`src/rtl/eq_pkg.sv`:
```
// Shared constants, address map and FSM state type for the EQ
// coefficient scheduler slice.
package eq_pkg;

  localparam int NUM_COEFFS      = 15;
  localparam int TIMEOUT_DEFAULT = 4096;

  localparam logic signed [15:0] COEFF_ONE = 16'sh4000;

  localparam logic [3:0] LOW_B0  = 4'd0;
  localparam logic [3:0] LOW_B1  = 4'd1;
  localparam logic [3:0] LOW_B2  = 4'd2;
  localparam logic [3:0] LOW_A1  = 4'd3;
  localparam logic [3:0] LOW_A2  = 4'd4;
  localparam logic [3:0] MID_B0  = 4'd5;
  localparam logic [3:0] MID_B1  = 4'd6;
  localparam logic [3:0] MID_B2  = 4'd7;
  localparam logic [3:0] MID_A1  = 4'd8;
  localparam logic [3:0] MID_A2  = 4'd9;
  localparam logic [3:0] HIGH_B0 = 4'd10;
  localparam logic [3:0] HIGH_B1 = 4'd11;
  localparam logic [3:0] HIGH_B2 = 4'd12;
  localparam logic [3:0] HIGH_A1 = 4'd13;
  localparam logic [3:0] HIGH_A2 = 4'd14;
  localparam logic [3:0] ADDR_INVALID = 4'd15;

  typedef enum logic [1:0] {
    IDLE,
    PENDING,
    SWAP
  } state_t;

  // Passthrough biquad: b0 = 1.0, everything else 0.
  function automatic logic signed [15:0] coeff_rst(input int idx);
    return ((idx % 5) == 0) ? COEFF_ONE : 16'sh0000;
  endfunction

endpackage

```
`src/rtl/lrclk_edge_sync.sv`:
```
// Brings the audio L/R clock into the clk domain (2 flops) and
// flags its rising edge, i.e. the start of each left sample.
// Ports: clk, reset (sync, active-low), l_r_clk (async in),
//        lr_rise (one clk-cycle pulse per frame boundary).
module lrclk_edge_sync (
  input  logic clk,
  input  logic reset,
  input  logic l_r_clk,
  output logic lr_rise
);

  logic [1:0] r_sync;
  logic       r_prev;

  always_ff @(posedge clk) begin
    if (!reset) begin
      r_sync <= 2'b00;
      r_prev <= 1'b0;
    end else begin
      r_sync <= {r_sync[0], l_r_clk};
      r_prev <= r_sync[1];
    end
  end

  assign lr_rise = r_sync[1] & ~r_prev;

endmodule

```
`src/rtl/eq_coeff_scheduler.sv`:
```
// Double-buffered 3-band biquad coefficient bank: host writes a
// shadow bank; a commit swaps it live on the next L/R frame edge.
// Ports: clk, reset (sync, active-low), l_r_clk, wr_valid/wr_ready/
//   wr_addr/wr_data (shadow writes), commit_req, commit_done, busy,
//   addr_err, timeout_err, and the 15 live coefficients.
module eq_coeff_scheduler
  import eq_pkg::*;
#(
  parameter int TIMEOUT_CYCLES = TIMEOUT_DEFAULT
) (
  input  logic               clk,
  input  logic               reset,
  input  logic               l_r_clk,
  input  logic               wr_valid,
  output logic               wr_ready,
  input  logic [3:0]         wr_addr,
  input  logic signed [15:0] wr_data,
  input  logic               commit_req,
  output logic               commit_done,
  output logic               busy,
  output logic               addr_err,
  output logic               timeout_err,
  output logic signed [15:0] low_b0,
  output logic signed [15:0] low_b1,
  output logic signed [15:0] low_b2,
  output logic signed [15:0] low_a1,
  output logic signed [15:0] low_a2,
  output logic signed [15:0] mid_b0,
  output logic signed [15:0] mid_b1,
  output logic signed [15:0] mid_b2,
  output logic signed [15:0] mid_a1,
  output logic signed [15:0] mid_a2,
  output logic signed [15:0] high_b0,
  output logic signed [15:0] high_b1,
  output logic signed [15:0] high_b2,
  output logic signed [15:0] high_a1,
  output logic signed [15:0] high_a2
);

  localparam int CW = $clog2(TIMEOUT_CYCLES) + 1;
  localparam logic [CW-1:0] CNT_LAST = CW'(TIMEOUT_CYCLES - 1);

  state_t             r_state;
  logic [CW-1:0]      r_cnt;
  logic signed [15:0] r_shadow [NUM_COEFFS];
  logic signed [15:0] r_active [NUM_COEFFS];
  logic               r_wr_ready;
  logic               r_commit_done;
  logic               r_busy;
  logic               r_addr_err;
  logic               r_timeout_err;

  logic w_rise;
  logic w_wr_fire;

  lrclk_edge_sync u_sync (
    .clk     (clk),
    .reset   (reset),
    .l_r_clk (l_r_clk),
    .lr_rise (w_rise)
  );

  assign w_wr_fire = wr_valid & r_wr_ready;

  always_ff @(posedge clk) begin
    if (!reset) begin
      r_state       <= IDLE;
      r_cnt         <= '0;
      r_wr_ready    <= 1'b1;
      r_commit_done <= 1'b0;
      r_busy        <= 1'b0;
      r_addr_err    <= 1'b0;
      r_timeout_err <= 1'b0;
      for (int i = 0; i < NUM_COEFFS; i++) begin
        r_shadow[i] <= coeff_rst(i);
        r_active[i] <= coeff_rst(i);
      end
    end else begin
      r_commit_done <= 1'b0;
      unique case (r_state)
        IDLE: begin
          if (commit_req) begin
            r_state       <= PENDING;
            r_busy        <= 1'b1;
            r_wr_ready    <= 1'b0;
            r_cnt         <= '0;
            r_addr_err    <= 1'b0;
            r_timeout_err <= 1'b0;
          end
        end
        PENDING: begin
          // A frame edge wins over a same-cycle timeout.
          if (w_rise || (r_cnt == CNT_LAST)) begin
            r_state       <= SWAP;
            r_active      <= r_shadow;
            r_commit_done <= 1'b1;
            if (!w_rise) r_timeout_err <= 1'b1;
          end else begin
            r_cnt <= r_cnt + CW'(1);
          end
        end
        SWAP: begin
          r_state    <= IDLE;
          r_busy     <= 1'b0;
          r_wr_ready <= 1'b1;
        end
        default: begin
          r_state    <= IDLE;
          r_busy     <= 1'b0;
          r_wr_ready <= 1'b1;
        end
      endcase
      // After the FSM so a write coinciding with commit_req lands
      // in the shadow bank (and its error) before the swap.
      if (w_wr_fire) begin
        if (wr_addr == ADDR_INVALID) r_addr_err <= 1'b1;
        else r_shadow[wr_addr] <= wr_data;
      end
    end
  end

  assign wr_ready    = r_wr_ready;
  assign commit_done = r_commit_done;
  assign busy        = r_busy;
  assign addr_err    = r_addr_err;
  assign timeout_err = r_timeout_err;

  assign low_b0  = r_active[LOW_B0];
  assign low_b1  = r_active[LOW_B1];
  assign low_b2  = r_active[LOW_B2];
  assign low_a1  = r_active[LOW_A1];
  assign low_a2  = r_active[LOW_A2];
  assign mid_b0  = r_active[MID_B0];
  assign mid_b1  = r_active[MID_B1];
  assign mid_b2  = r_active[MID_B2];
  assign mid_a1  = r_active[MID_A1];
  assign mid_a2  = r_active[MID_A2];
  assign high_b0 = r_active[HIGH_B0];
  assign high_b1 = r_active[HIGH_B1];
  assign high_b2 = r_active[HIGH_B2];
  assign high_a1 = r_active[HIGH_A1];
  assign high_a2 = r_active[HIGH_A2];

endmodule

```
`config.mk`:
```
export PLATFORM = sky130hd
export DESIGN_NAME = eq_coeff_scheduler
export DESIGN_NICKNAME = d
export VERILOG_FILES = /design/src/rtl/eq_pkg.sv /design/src/rtl/lrclk_edge_sync.sv /design/src/rtl/eq_coeff_scheduler.sv
export SDC_FILE = /design/constraint.sdc
export NUM_CORES = 1
export LEC_CHECK = 0
export BUFFER_PORTS_ARGS = -buffer_cell sky130_fd_sc_hd__buf_4
export CAP_MARGIN = 15
export CORE_ASPECT_RATIO = 0.75
export CORE_UTILIZATION = 55
export DETAILED_ROUTE_END_ITERATION = 10
export PLACE_DENSITY = 0.79
export SETUP_SLACK_MARGIN = 0.15
export SYNTH_ARGS = -nofsm -noshare
export SYNTH_HDL_FRONTEND = slang
export SYNTH_SLANG_ARGS = --single-unit
```
`constraint.sdc`:
```
create_clock -name clk -period 2.3 [get_ports clk]
set_input_delay 0.23 -clock clk [delete_from_list [all_inputs] [get_ports clk]]
set_output_delay 0.23 -clock clk [all_outputs]
set_load 0.02 [all_outputs]
```
# --- After elaboration in Yosys (flattened, before gate mapping) ---
# Cells that the tools add are included.
op_classes:
  magnitude_cmp: 2
  muxes: 21
  reduce_logical: 11
  eq_ne: 7
  addsub: 1
  bitwise: 6
ops:
  columns: ["operator", "count"]
  rows:
  - ["240-bit bitwise mux", 1]
  - ["16-bit demux with 4-bit select", 1]
  - ["13-bit two-way mux", 2]
  - ["13-bit case mux with 2 select lines", 1]
  - ["16-bit two-way mux", 1]
  - ["13-bit by 1-bit adder with 13-bit output (second input constant)", 1]
  - ["13-bit by 12-bit equality test with 1-bit output (second input constant)", 1]
  - ["2-bit AND reduction", 5]
  - ["1-bit two-way mux", 9]
  - ["2-bit inequality test (second input constant)", 4]
  - ["1-bit case mux with 2 select lines", 3]
  - ["5-bit greater-or-equal comparator (second input constant)", 1]
  - ["5-bit by 1-bit < comparator with 1-bit output (second input constant)", 1]
  - ["4-bit inverter with 5-bit output", 1]
  - ["4-bit equality test (second input constant)", 1]
  - ["2-bit two-way mux", 2]
  - ["2-bit case mux with 2 select lines", 1]
  - ["4-bit AND reduction", 1]
  - ["1-bit inverter", 3]
  - ["3-bit AND reduction", 1]
  - ["1-bit bitwise AND", 2]
  - ["2-bit by 1-bit equality test with 1-bit output (second input constant)", 1]
  - ["2-bit logical NOT", 1]
  - ["2-bit nonzero test", 1]
  - ["2 further kinds", 2]
totals:
  output_inout_bits: 245
  wordCells: 87
  inputBits: 25
  ff_bits: 503

# --- Logic depth before layout (Yosys ltp) ---
# Gate-level depths: netlist of run 1.
depth:
  ltp_word: 6
  ltp_mapped: 8
  mapped_depth_nobuf: 5

# --- Modules after synthesis ---
# A second synthesis of run 1 with hierarchy kept.
hier_totals:
  hier_cells: 2241
  hier_area_um2: 18997.0
by_module_without_submodules:
  columns: ["mod", "instances", "seq_area_each_um2", "cells_per_inst", "area_per_inst_um2"]
  rows:
  - ["eq_coeff_scheduler", 1, 10009.6, 2234, 18904.4]
  - ["lrclk_edge_sync", 1, 60.1, 7, 92.6]

# --- Worst setup path after synthesis of run 1 ---
# No wires, ideal clock.
synth_timing:
  path_type: "register -> register"
  start: "register r_cnt[0]"
  end: "register r_active (netlist bit mid_b0[0])"
  stages_incl_launch_ff: 9
  arrival_ns: 1.823
  setup_ns: 0.070
  slack_ns: 0.407
  period_less_slack_ns: 1.893
  n_path_buf: 3
  required_ns: 2.230
  path_cell_list: "dfxtp_1 ha_1 and3_1 clkbuf_1 nand4_1 clkbuf_1 clkbuf_1 nand3_1 a21oi_1"
synth_between:
  elab_chain_cells: 3
synth_lines:
  columns: ["element", "line_no", "rtl"]
  rows:
  - ["start, declared", "eq_coeff_scheduler.sv:44", "logic [CW-1:0] r_cnt;"]
  - ["start signal, assigned", "eq_coeff_scheduler.sv:99", "r_cnt <= r_cnt + CW'(1);"]
  - ["13-bit by 12-bit equality test with 1-bit output", "eq_coeff_scheduler.sv:93", "if (w_rise || (r_cnt == CNT_LAST)) begin"]
  - ["1-bit logical OR", "eq_coeff_scheduler.sv:93", null]
  - ["2-bit AND reduction (no source line)", null, null]
  - ["end signal, assigned by index", "eq_coeff_scheduler.sv:76", "r_active[i] <= coeff_rst(i);"]
  - ["end signal, assigned", "eq_coeff_scheduler.sv:95", "r_active <= r_shadow;"]
  - ["end, declared", "eq_coeff_scheduler.sv:46", "logic signed [15:0] r_active [NUM_COEFFS];"]
# Every way passes these cells.
# A chain may end at the register's enable or synchronous reset.

# --- Final worst setup path of run 1 ---
layout_timing:
  start: "register r_cnt[0]"
  end: "register r_active (netlist bit high_a1[14])"
# Same word-level chain as after synthesis.

==> results of run 1 <==
==> cell usage in the layout, fill, tap and decap left out, types with 3 or more instances in the layout <==
cell type | netlist | routed
clkbuf_8 | 0 | 17
bufinv_16 | 0 | 3
clkinv_2 | 0 | 10
clkbuf_1 | 184 | 6
nand3_1 | 253 | 253
nand4_1 | 5 | 5
o211ai_1 | 240 | 240
nor3_2 | 0 | 4
and2_1 | 4 | 4
nor2_1 | 17 | 17
and3_1 | 3 | 3
nand2b_1 | 5 | 5
o311ai_0 | 9 | 9
o21ai_0 | 5 | 5
nand2_1 | 501 | 500
nand4b_1 | 3 | 3
o31ai_1 | 6 | 6
a21oi_1 | 483 | 483
and4_1 | 5 | 5
buf_12 | 0 | 14
dfxtp_1 | 503 | 503
clkbuf_16 | 0 | 50
buf_4 | 2 | 299
==> final cells by class <==
cell class,count,area [µm²]
Fill cell,2768,10900
Sequential cell,503,10100
Multi-Input combinational cell,1569,8050
Timing Repair Buffer,318,2610
Clock buffer,71,1470
Tap cell,450,563
Clock inverter,14,148
Inverter,2,15.0
Antenna cell,2,5.00
==> critical path, cell delays in order, from the launching register on <==
cell and delay, ns:
dfxtp_1 0.38, ha_1 0.23, nand3_1 0.19, nor4_4 0.20, buf_4 0.21, clkbuf_8 0.42, o211ai_1 0.14, a21oi_1 0.16
==> through the flow <==
stage | utilization [%] | instances
finish | 67.8 | 2929
floorplan | - | 2316
global placement | 62.8 | 2836
detailed placement | 62.8 | 2836
CTS | 67.7 | 2925
global route | 67.8 | 2928
==> how the worst max path moves through the flow <==
| stage | cells after the start | from | to | slack (ns) |
|---|---|---|---|---|
| after floorplan | 8 | r_cnt[0] | mid_b0[0] | 0.41 |
| after global placement | 7 | r_cnt[0] | low_b1[0] | 0.22 |
| after detailed placement | 7 | r_cnt[0] | low_b1[8] | 0.11 |
| after CTS | 6 | r_cnt[0] | high_b2[1] | 0.26 |
| after global routing | 6 | r_cnt[4] | mid_a2[7] | 0.15 |
| final | 7 | r_cnt[0] | high_a1[14] | 0.23 |
==> logic make-up (layout without fill, tap and decap cells) <==
group	Yosys count	in the layout	share of synthesized area [%]
other	0	2	0
AO/OA/AOI/OAI	753	753	23.4
adder cells (fa/ha/maj)	1	1	0.0657
buffers and inverters	244	405	5.14
flip-flops	503	503	52.9
AND/OR/NAND/NOR	815	815	18.6
==> cell usage after synthesis <==
cell type / n
dfxtp_1: 503
nand2_1: 501
a21oi_1: 483
nand3_1: 253
o211ai_1: 240
clkbuf_1: 184
buf_2: 45
nor2_1: 17
buf_1: 11
o311ai_0: 9
o31ai_1: 6
and4_1: 5
nand2b_1: 5
nand4_1: 5
nor3_1: 5
o21ai_0: 5
and2_1: 4
nor2b_1: 4
and3_1: 3
nand4b_1: 3
a211o_1: 2
a211oi_1: 2
a31oi_1: 2
and4b_1: 2
buf_4: 2
or3_1: 2
or4_1: 2
and4bb_2: 1
clkinv_1: 1
ha_1: 1
inv_1: 1
nand4bb_1: 1
nor4_4: 1
nor4bb_1: 1
o221a_2: 1
o31a_1: 1
o32ai_1: 1
o41ai_1: 1
==> power by group through the flow <==
stage | Combinational [mW] | Sequential [mW] | Clock (mW)
floorplan | 0.451 | 9.00 | 0
global placement | 0.740 | 9.00 | 0
detailed placement | 0.753 | 9.00 | 0
CTS | 0.758 | 8.80 | 8.12
global route | 0.817 | 8.80 | 8.52
finish | 0.783 | 8.80 | 8.05
==> per-layer routing <==
metal  global-route usage, %  routed length, µm  vias up  part of all wire, %
met5                       0                  0        -                    0
met3                    7.41               6070      138                   10
met4                    12.4               1920        0                  3.2
met1                    44.7              24900     8629                   42
li1                        -                  -     8392                    -
met2                    48.3              26600      898                   45
==> repair_timing <==
item,in CTS,in global routing
setup buffers,2,1
gates resized for setup,0,3
setup endpoints to repair,81,61
hold endpoints to repair,3,0
gates cloned,0,1
hold buffers,2,0
pin swaps,2,0
==> impl_metrics.json, run 1 <==
{
  "status": "completed",
  "die_y_um": 163,
  "grt_start_max_net_pins": 230,
  "swShare_pct": 22.6,
  "tightest_slew_ns": 1.11,
  "rrSetupSlack_ns": 0.23,
  "routed-via-count": 18100,
  "hold_slack_ns": 0.0503,
  "start_kind": "register",
  "core_area_um2": 33800,
  "clk_latency_ns": 0.56,
  "synthTopCellsByArea": "dfxtp_1 (53%), a21oi_1 (13%), nand2_1 (9.9%)",
  "p_leak_nw": 7.86,
  "finalCriticalPeriod_ns": 2.07,
  "total_power_mw": 17.6,
  "clock_path_buffers": 3,
  "drtPass1Iterations": 5,
  "min_path_type": "in -> reg",
  "clk_pin_slew_ns": 0.06,
  "maxCapViolations": 0,
  "relSlewSlack_pct": 25.9,
  "ys_seq_area_share_pct": 52.9,
  "dieArea_um2": 35400,
  "syn-num-nets": 2342,
  "setup_viol": 0,
  "synth.distinct_cells": 38,
  "fin_ws_ns": 0.228,
  "nNetsFinal": 2467,
  "first_iter_violations": 2166,
  "setup-tns-final_ns": 0,
  "grt_setup_unrepaired": "true",
  "grt_pass1_wl_um": 90400,
  "netlist_area_um2": 19100,
  "r2r_start": "r_cnt[0]",
  "reg2reg_to": "high_a1[14]",
  "grt.total_usage_pct": 32.1,
  "avgRoutedWirePerCell_um": 20.3,
  "p_per_area_nw_per_um2": 769,
  "crit_arrival_ns": 2.55,
  "hpwl_um": 33700,
  "post-route-period-util_pct": 90.1,
  "cts_tree": "done",
  "cp_max_fo": 57,
  "yosysTopAreaCell": "dfxtp_1",
  "crit_required_ns": 2.77,
  "fin_skew_ns": 0.0134,
  "avgSynthCellArea_um2": 8.23,
  "wl_um": 59400,
  "grt_pass1_vias": 16100,
  "clock-sinks": 503,
  "drcViolationCount": 0,
  "synth_cells": 2316,
  "synthToLayoutAreaGrowth_pct": 20.3,
  "power.share.clock_pct": 45.6,
  "p_seq_share_pct": 49.9,
  "rows": 58,
  "antenna_found_initial": 2,
  "power.share.combinational_pct": 4.4,
  "grt-ovfl-total": 0,
  "synth_warnings": 0,
  "port_buffers": 269,
  "stdcell_area_um2": 22900,
  "internal_power_mw": 13.7,
  "fmax_mhz": 483,
  "viasPerCell": 6.16,
  "rr_worst_depth": 7,
  "min_from": "wr_addr[2]",
  "p_sw_mw": 3.98,
  "crit_type": "reg -> reg",
  "io_pins": 270,
  "gp_congestion": 0.903,
  "start_util_pct": 56.3,
  "largest_reg_flops": 240,
  "hold_violations": 0,
  "worst_setup_path_end_kind": "register",
  "hold_depth": 3,
  "ctsRootBufferMaster": "clkbuf_16",
  "regMostFlops": "r_shadow",
  "fp.dieW_um": 217,
  "cts_buffers": 47,
  "ant_nets": 0,
  "drv_slew": 0,
  "htree_num_levels": 2,
  "dp_slack_ns": 0.108,
  "yosysTopAreaCellShare_pct": 52.9,
  "placed_area_um2": 21200,
  "drive_above_1_share_pct": 16.4,
  "ys_seq_elements": 503,
  "holdPathEnd": "addr_err",
  "ir_worst_vdd_mv": 0.409
}
Note: power is estimated with default switching activity, not from simulation.
==> run 2, diff against run 1 <==
--- a/config.mk
+++ b/config.mk
@@ -7,10 +7,12 @@
 export LEC_CHECK = 0
 export BUFFER_PORTS_ARGS = -buffer_cell sky130_fd_sc_hd__buf_4
 export CAP_MARGIN = 15
+export CELL_PAD_IN_SITES_DETAIL_PLACEMENT = 0
+export CELL_PAD_IN_SITES_GLOBAL_PLACEMENT = 1
 export CORE_ASPECT_RATIO = 0.75
-export CORE_UTILIZATION = 55
+export CORE_UTILIZATION = 42
 export DETAILED_ROUTE_END_ITERATION = 10
-export PLACE_DENSITY = 0.79
+export PLACE_DENSITY = 0.81
 export SETUP_SLACK_MARGIN = 0.15
 export SYNTH_ARGS = -nofsm -noshare
 export SYNTH_HDL_FRONTEND = slang
==> run 2 against run 1 <==
Die area increased by 31%. Global-route usage is 6.2 points lower. Register-to-register slack better by 0.07 ns. Largest power group unchanged. Core utilization fell by 16 points.
==> impl_metrics.json, run 2 (same netlist as run 1, synthesis figures left out) <==
{
  "status": "completed",
  "drcViolationCount": 0,
  "start_util_pct": 42.6,
  "hold_depth": 3,
  "grt-ovfl-total": 0,
  "first_iter_violations": 1621,
  "hold_violations": 0,
  "core_area_um2": 44700,
  "fp.dieW_um": 248,
  "worst_setup_path_end_kind": "register",
  "multiInputGateArea_um2": 8050,
  "htree_num_levels": 2,
  "avgRoutedWirePerCell_um": 20.5,
  "post-route-period-util_pct": 87.1,
  "relSlewSlack_pct": 40.5,
  "viasPerCell": 5.78,
  "setup-tns-final_ns": 0,
  "finalCriticalPeriod_ns": 2.00,
  "clk_pin_slew_ns": 0.06,
  "stdcell_area_um2": 23100,
  "largest_reg_flops": 240,
  "fin_skew_ns": 0.0136,
  "rr_worst_depth": 7,
  "clk_latency_ns": 0.57,
  "total_power_mw": 17.7,
  "power.share.clock_pct": 45.8,
  "io_pins": 270,
  "crit_type": "reg -> reg",
  "fmax_mhz": 499,
  "crit_arrival_ns": 2.49,
  "ir_worst_vdd_mv": 0.544,
  "setup_viol": 0,
  "p_leak_nw": 7.85,
  "dieArea_um2": 46200,
  "wl_um": 62800,
  "grt_pass1_vias": 15700,
  "start_kind": "register",
  "grt_pass1_wl_um": 94200,
  "cp_max_fo": 56,
  "final_util_pct": 51.8,
  "cts_tree": "done",
  "min_path_type": "in -> reg",
  "rows": 67,
  "swShare_pct": 23.0,
  "power.share.combinational_pct": 4.6,
  "clock-sinks": 503,
  "n_fill_cell": 4187,
  "cts_buffers": 50,
  "placed_area_um2": 21400,
  "die_y_um": 186,
  "p_seq_share_pct": 49.7,
  "drive_above_1_share_pct": 16.1,
  "grt.total_usage_pct": 25.9,
  "ff_latch_area_um2": 10100,
  "drv_slew": 0,
  "gp_congestion": 0.816,
  "routed-via-count": 17700,
  "maxCapViolations": 0,
  "hpwl_um": 35000,
  "fin_ws_ns": 0.298,
  "final_cell_mix": "dfxtp_1 (503), nand2_1 (500), a21oi_1 (483)",
  "antenna_found_initial": 3,
  "crit_required_ns": 2.78,
  "p_per_area_nw_per_um2": 767,
  "grt_start_max_net_pins": 190,
  "port_buffers": 269,
  "final_common_cell": "dfxtp_1",
  "tightest_slew_ns": 0.892,
  "internal_power_mw": 13.7,
  "ctsRootBufferMaster": "clkbuf_16",
  "drtPass1Iterations": 5,
  "dp_slack_ns": 0.178,
  "synthToLayoutAreaGrowth_pct": 21.4,
  "clock_path_buffers": 3,
  "regMostFlops": "r_shadow",
  "ant_nets": 0,
  "p_sw_mw": 4.08,
  "grt_setup_unrepaired": "false",
  "nNetsFinal": 2467
}
-- run 2: final timing paths --
check,startpoint,end,slack (ns)
worst max-delay path,r_cnt[0],mid_b1[7],0.30
worst min-delay path,wr_addr[3],addr_err,0.04
worst max register to register,r_cnt[0],mid_b1[7],0.30
worst min register to register,u_sync.r_sync[0],u_sync.r_sync[1],0.43
-- run 2: final cells by class --
| type | instances | area share [%] |
|---|---|---|
| Sequential cell | 503 | 43.5 |
| Multi-Input combinational cell | 1569 | 34.8 |
| Timing Repair Buffer | 315 | 11.4 |
| Clock buffer | 80 | 6.73 |
| Tap cell | 586 | 3.17 |
| Clock inverter | 9 | 0.314 |
| Inverter | 2 | 0.0649 |
| Antenna cell | 1 | 0.0108 |
-- run 2: layer usage --
layer	up-vias	track usage [%]	share of wire (%)
li1	8423	-	-
met2	674	38.2	44
met1	8510	38.5	46
met4	2	7.31	2.4
met5	-	0	0.018
met3	100	4.31	7.4
-- run 2: through the flow --
step,cells,hold slack [ns]
floorplan,2316,0.357
global placement,2969,0.425
detailed placement,2969,0.422
CTS,3061,0.0120
global route,3064,0.0308
finish,3065,0.0437
-- run 2: worst max-delay path: stages, from the launching register on --
cell	delay [ns]
dfxtp_1	0.34
ha_1	0.25
and3_2	0.28
nand4_1	0.15
buf_4	0.16
clkbuf_8	0.41
nand3_1	0.14
a21oi_1	0.16
-- run 2: what timing repair did --
item	CTS	global route
setup endpoints to repair	0	238
setup buffers	0	1
resized for setup	0	5
hold endpoints to repair	4	0
hold buffers	3	0
-- run 2: power by group through the flow --
stage | Sequential (mW) | Combinational (mW) | Clock (mW)
finish | 8.81 | 0.810 | 8.12
floorplan | 9.00 | 0.451 | 0
CTS | 8.80 | 0.792 | 8.26
global route | 8.81 | 0.856 | 8.60
global placement | 9.00 | 0.781 | 0
detailed placement | 9.00 | 0.788 | 0
==> run 3, diff against run 2 <==
--- a/config.mk
+++ b/config.mk
@@ -5,14 +5,15 @@
 export SDC_FILE = /design/constraint.sdc
 export NUM_CORES = 1
 export LEC_CHECK = 0
+export ABC_AREA = 1
 export BUFFER_PORTS_ARGS = -buffer_cell sky130_fd_sc_hd__buf_4
 export CAP_MARGIN = 15
 export CELL_PAD_IN_SITES_DETAIL_PLACEMENT = 0
 export CELL_PAD_IN_SITES_GLOBAL_PLACEMENT = 1
 export CORE_ASPECT_RATIO = 0.75
-export CORE_UTILIZATION = 42
+export CORE_UTILIZATION = 41
 export DETAILED_ROUTE_END_ITERATION = 10
-export PLACE_DENSITY = 0.81
+export PLACE_DENSITY = 0.8
 export SETUP_SLACK_MARGIN = 0.15
 export SYNTH_ARGS = -nofsm -noshare
 export SYNTH_HDL_FRONTEND = slang
==> run 3 against run 2 <==
Clock power grew 2%. Core utilization increased by 0.45 points. Wire length decreased by 11%. Sequential share of layout area increased by 1.7 points. Power up 4.7%. Register-to-register slack worse by 0.03 ns. Clock skew increased by 0.0028 ns. Count of clock-buffer cells in the layout fell by 11. Worst hold slack improved by 0.0053 ns. Non-clock buffer count increased by 6.
==> impl_metrics.json, run 3 <==
{
  "p_leak_nw": 8.72,
  "cp_common_cell": "nor2_4",
  "synth.distinct_cells": 24,
  "nNetsFinal": 2538,
  "syn-num-nets": 2340,
  "core_area_um2": 42600,
  "drtPass1Iterations": 6,
  "fmax_mhz": 492,
  "clk_latency_ns": 0.57,
  "final_cell_mix": "nor2_1 (697), dfxtp_1 (500), o21ai_0 (349)",
  "total_power_mw": 18.6,
  "fp.dieW_um": 244,
  "ff_latch_area_um2": 10100,
  "routed-via-count": 15900,
  "hpwl_um": 33900,
  "largest_reg_flops": 240,
  "synthToLayoutAreaGrowth_pct": 24.1,
  "place_inst": 3020,
  "yosysMostFrequentCell": "nor2_1",
  "final_common_cell": "nor2_1",
  "clock-sinks": 503,
  "internal_power_mw": 14.1,
  "power.share.clock_pct": 44.4,
  "grt_pass1_vias": 14600,
  "synthTopCellsByArea": "dfxtp_1 (56%), nor2_1 (15%), o21ai_0 (9.7%)",
  "stdcell_count": 3121,
  "n_fill_cell": 4125,
  "grt_start_max_net_pins": 145,
  "drive_above_1_share_pct": 16.6,
  "port_buffers": 269,
  "multiInputGateArea_um2": 6890,
  "critPathBufInv": 3,
  "drv_slew": 0,
  "die_y_um": 183,
  "dieArea_um2": 44600,
  "worstPathCellList": "ha_4 -> nand2_2 -> nor2_4 -> nand2_2 -> nor2_4 -> nor2_2 -> nor2_4 -> buf_12 -> clkbuf_16 -> buf_4 -> nor2_1 -> nor2_1",
  "ctsRootBufferMaster": "clkbuf_16",
  "max_stage_delay_ns": 0.37,
  "grt.total_usage_pct": 24.0,
  "swShare_pct": 23.8,
  "crit_required_ns": 2.79,
  "cts_tree": "done",
  "dp_slack_ns": 0.151,
  "post-route-period-util_pct": 88.4,
  "grt_setup_unrepaired": "true",
  "clock_path_buffers": 3,
  "rows": 65,
  "final_util_pct": 52.2,
  "relSlewSlack_pct": 56.2,
  "start_kind": "register",
  "async_reset_ff_share_pct": 0,
  "maxCapViolations": 0,
  "crit_slowest_cell": "dfxtp_4",
  "crit_family": "simple AND/OR/NAND/NOR gates",
  "crit_type": "reg -> reg",
  "antenna_found_initial": 2,
  "first_iter_violations": 1471,
  "finalCriticalPeriod_ns": 2.03,
  "wl_um": 56000,
  "fin_ws_ns": 0.266,
  "cts_buffers": 49,
  "p_per_area_nw_per_um2": 834,
  "cp_max_fo": 7,
  "path_depth": 12,
  "hold_depth": 4,
  "ant_nets": 0,
  "io_pins": 270,
  "ir_worst_vdd_mv": 0.541,
  "grt_pass1_wl_um": 84200,
  "setup-tns-final_ns": 0,
  "netlist_area_um2": 17900,
  "gp_congestion": 0.808,
  "clk_pin_slew_ns": 0.07,
  "start_util_pct": 42.1,
  "hold_violations": 0,
  "status": "completed",
  "avgRoutedWirePerCell_um": 17.9,
  "crit_arrival_ns": 2.52,
  "synth_ff_type": "dfxtp_1",
  "synth_edf_count": 0,
  "p_seq_share_pct": 48.5,
  "synth_cells": 2314,
  "synth_warnings": 0,
  "min_path_type": "in -> reg",
  "p_sw_mw": 4.43,
  "rr_worst_depth": 12,
  "yosysTopAreaCellShare_pct": 56.1,
  "yosysTopAreaCell": "dfxtp_1",
  "ys_top_cells_by_count": "nor2_1 (701), dfxtp_1 (503), o21ai_0 (349)",
  "htree_num_levels": 2,
  "power.share.combinational_pct": 7.1,
  "fin_skew_ns": 0.0164,
  "tightest_slew_ns": 0.656,
  "viasPerCell": 5.10,
  "worst_setup_path_end_kind": "register",
  "avgSynthCellArea_um2": 7.75,
  "grt-ovfl-total": 0,
  "ys_seq_area_share_pct": 56.1,
  "setup_viol": 0,
  "drcViolationCount": 0,
  "ys_seq_elements": 503,
  "regMostFlops": "r_shadow"
}
run 3: through the flow:
step	hold WS (ns)	cell area [µm²]
2_1_floorplan	0.328	17900
3_3_place_gp	0.403	20400
3_5_place_dp	0.420	20400
4_1_cts	0.0116	22000
5_1_grt	0.0558	22300
6_report	0.0491	22300
run 3: path summary, 6_finish.rpt:
| kind | slack, ns | endpoint | start |
|---|---|---|---|
| worst min-delay path | 0.05 | r_shadow[218] | wr_addr[2] |
| worst max register to register | 0.27 | low_b1[3] | r_cnt[0] |
| worst max-delay path | 0.27 | low_b1[3] | r_cnt[0] |
| worst min register to register | 0.42 | u_sync.r_prev | u_sync.r_sync[1] |
run 3: cells by family (layout without fill, tap and decap cells):
group	count (synthesis)	after routing	share of synthesized area (%)
other	0	2	0
buffers and inverters	227	463	5.71
xor gates and xnor gates	1	1	0.0488
and+or+nand+nor	1075	1075	23.9
adders and majority gates	1	1	0.0697
DFF	503	503	56.1
AOI/OAI and AO/OA	507	507	14.2
run 3: timing repair:
action                                  CTS  global route
setup buffers                             0             4
gates resized for setup                   1            15
endpoints found under the hold margin     1             0
pin swaps                                 0             3
cloned                                    0             5
endpoints found under the setup margin    4           238
hold buffers                              1             0
run 3: area by class of cell:
cell class / instances / share of cell area [%]
Sequential cell: 503 / 45.3
Multi-Input combinational cell: 1584 / 31.0
Timing Repair Buffer: 321 / 12.1
Clock buffer: 69 / 6.49
Tap cell: 569 / 3.20
Clock inverter: 20 / 0.984
Inverter: 53 / 0.905
Antenna cell: 2 / 0.0225
run 3: routing by layer:
| metal | wire [µm] | track usage [%] |
|---|---|---|
| met5 | 0 | 0 |
| met4 | 1290 | 6.90 |
| met3 | 3710 | 4.27 |
| met2 | 25700 | 38.5 |
| met1 | 25300 | 33.2 |
run 3: tightest hold or removal path, delay by kind of cell:
kind | cells | cell delay [ns]
buffers and inverters | 1 | 0.11
AND/OR/NAND/NOR | 2 | 0.16
AO/OA/AOI/OAI | 1 | 0.06
run 3: power groups by stage:
| stage | Combinational (mW) | Sequential [mW] | Clock, mW |
|---|---|---|---|
| after floorplan | 0.632 | 9.30 | 0 |
| after CTS | 1.30 | 9.01 | 8.41 |
| after global routing | 1.44 | 9.02 | 8.75 |
| after global placement | 1.28 | 9.20 | 0 |
| final | 1.31 | 9.01 | 8.25 |
| after detailed placement | 1.29 | 9.20 | 0 |
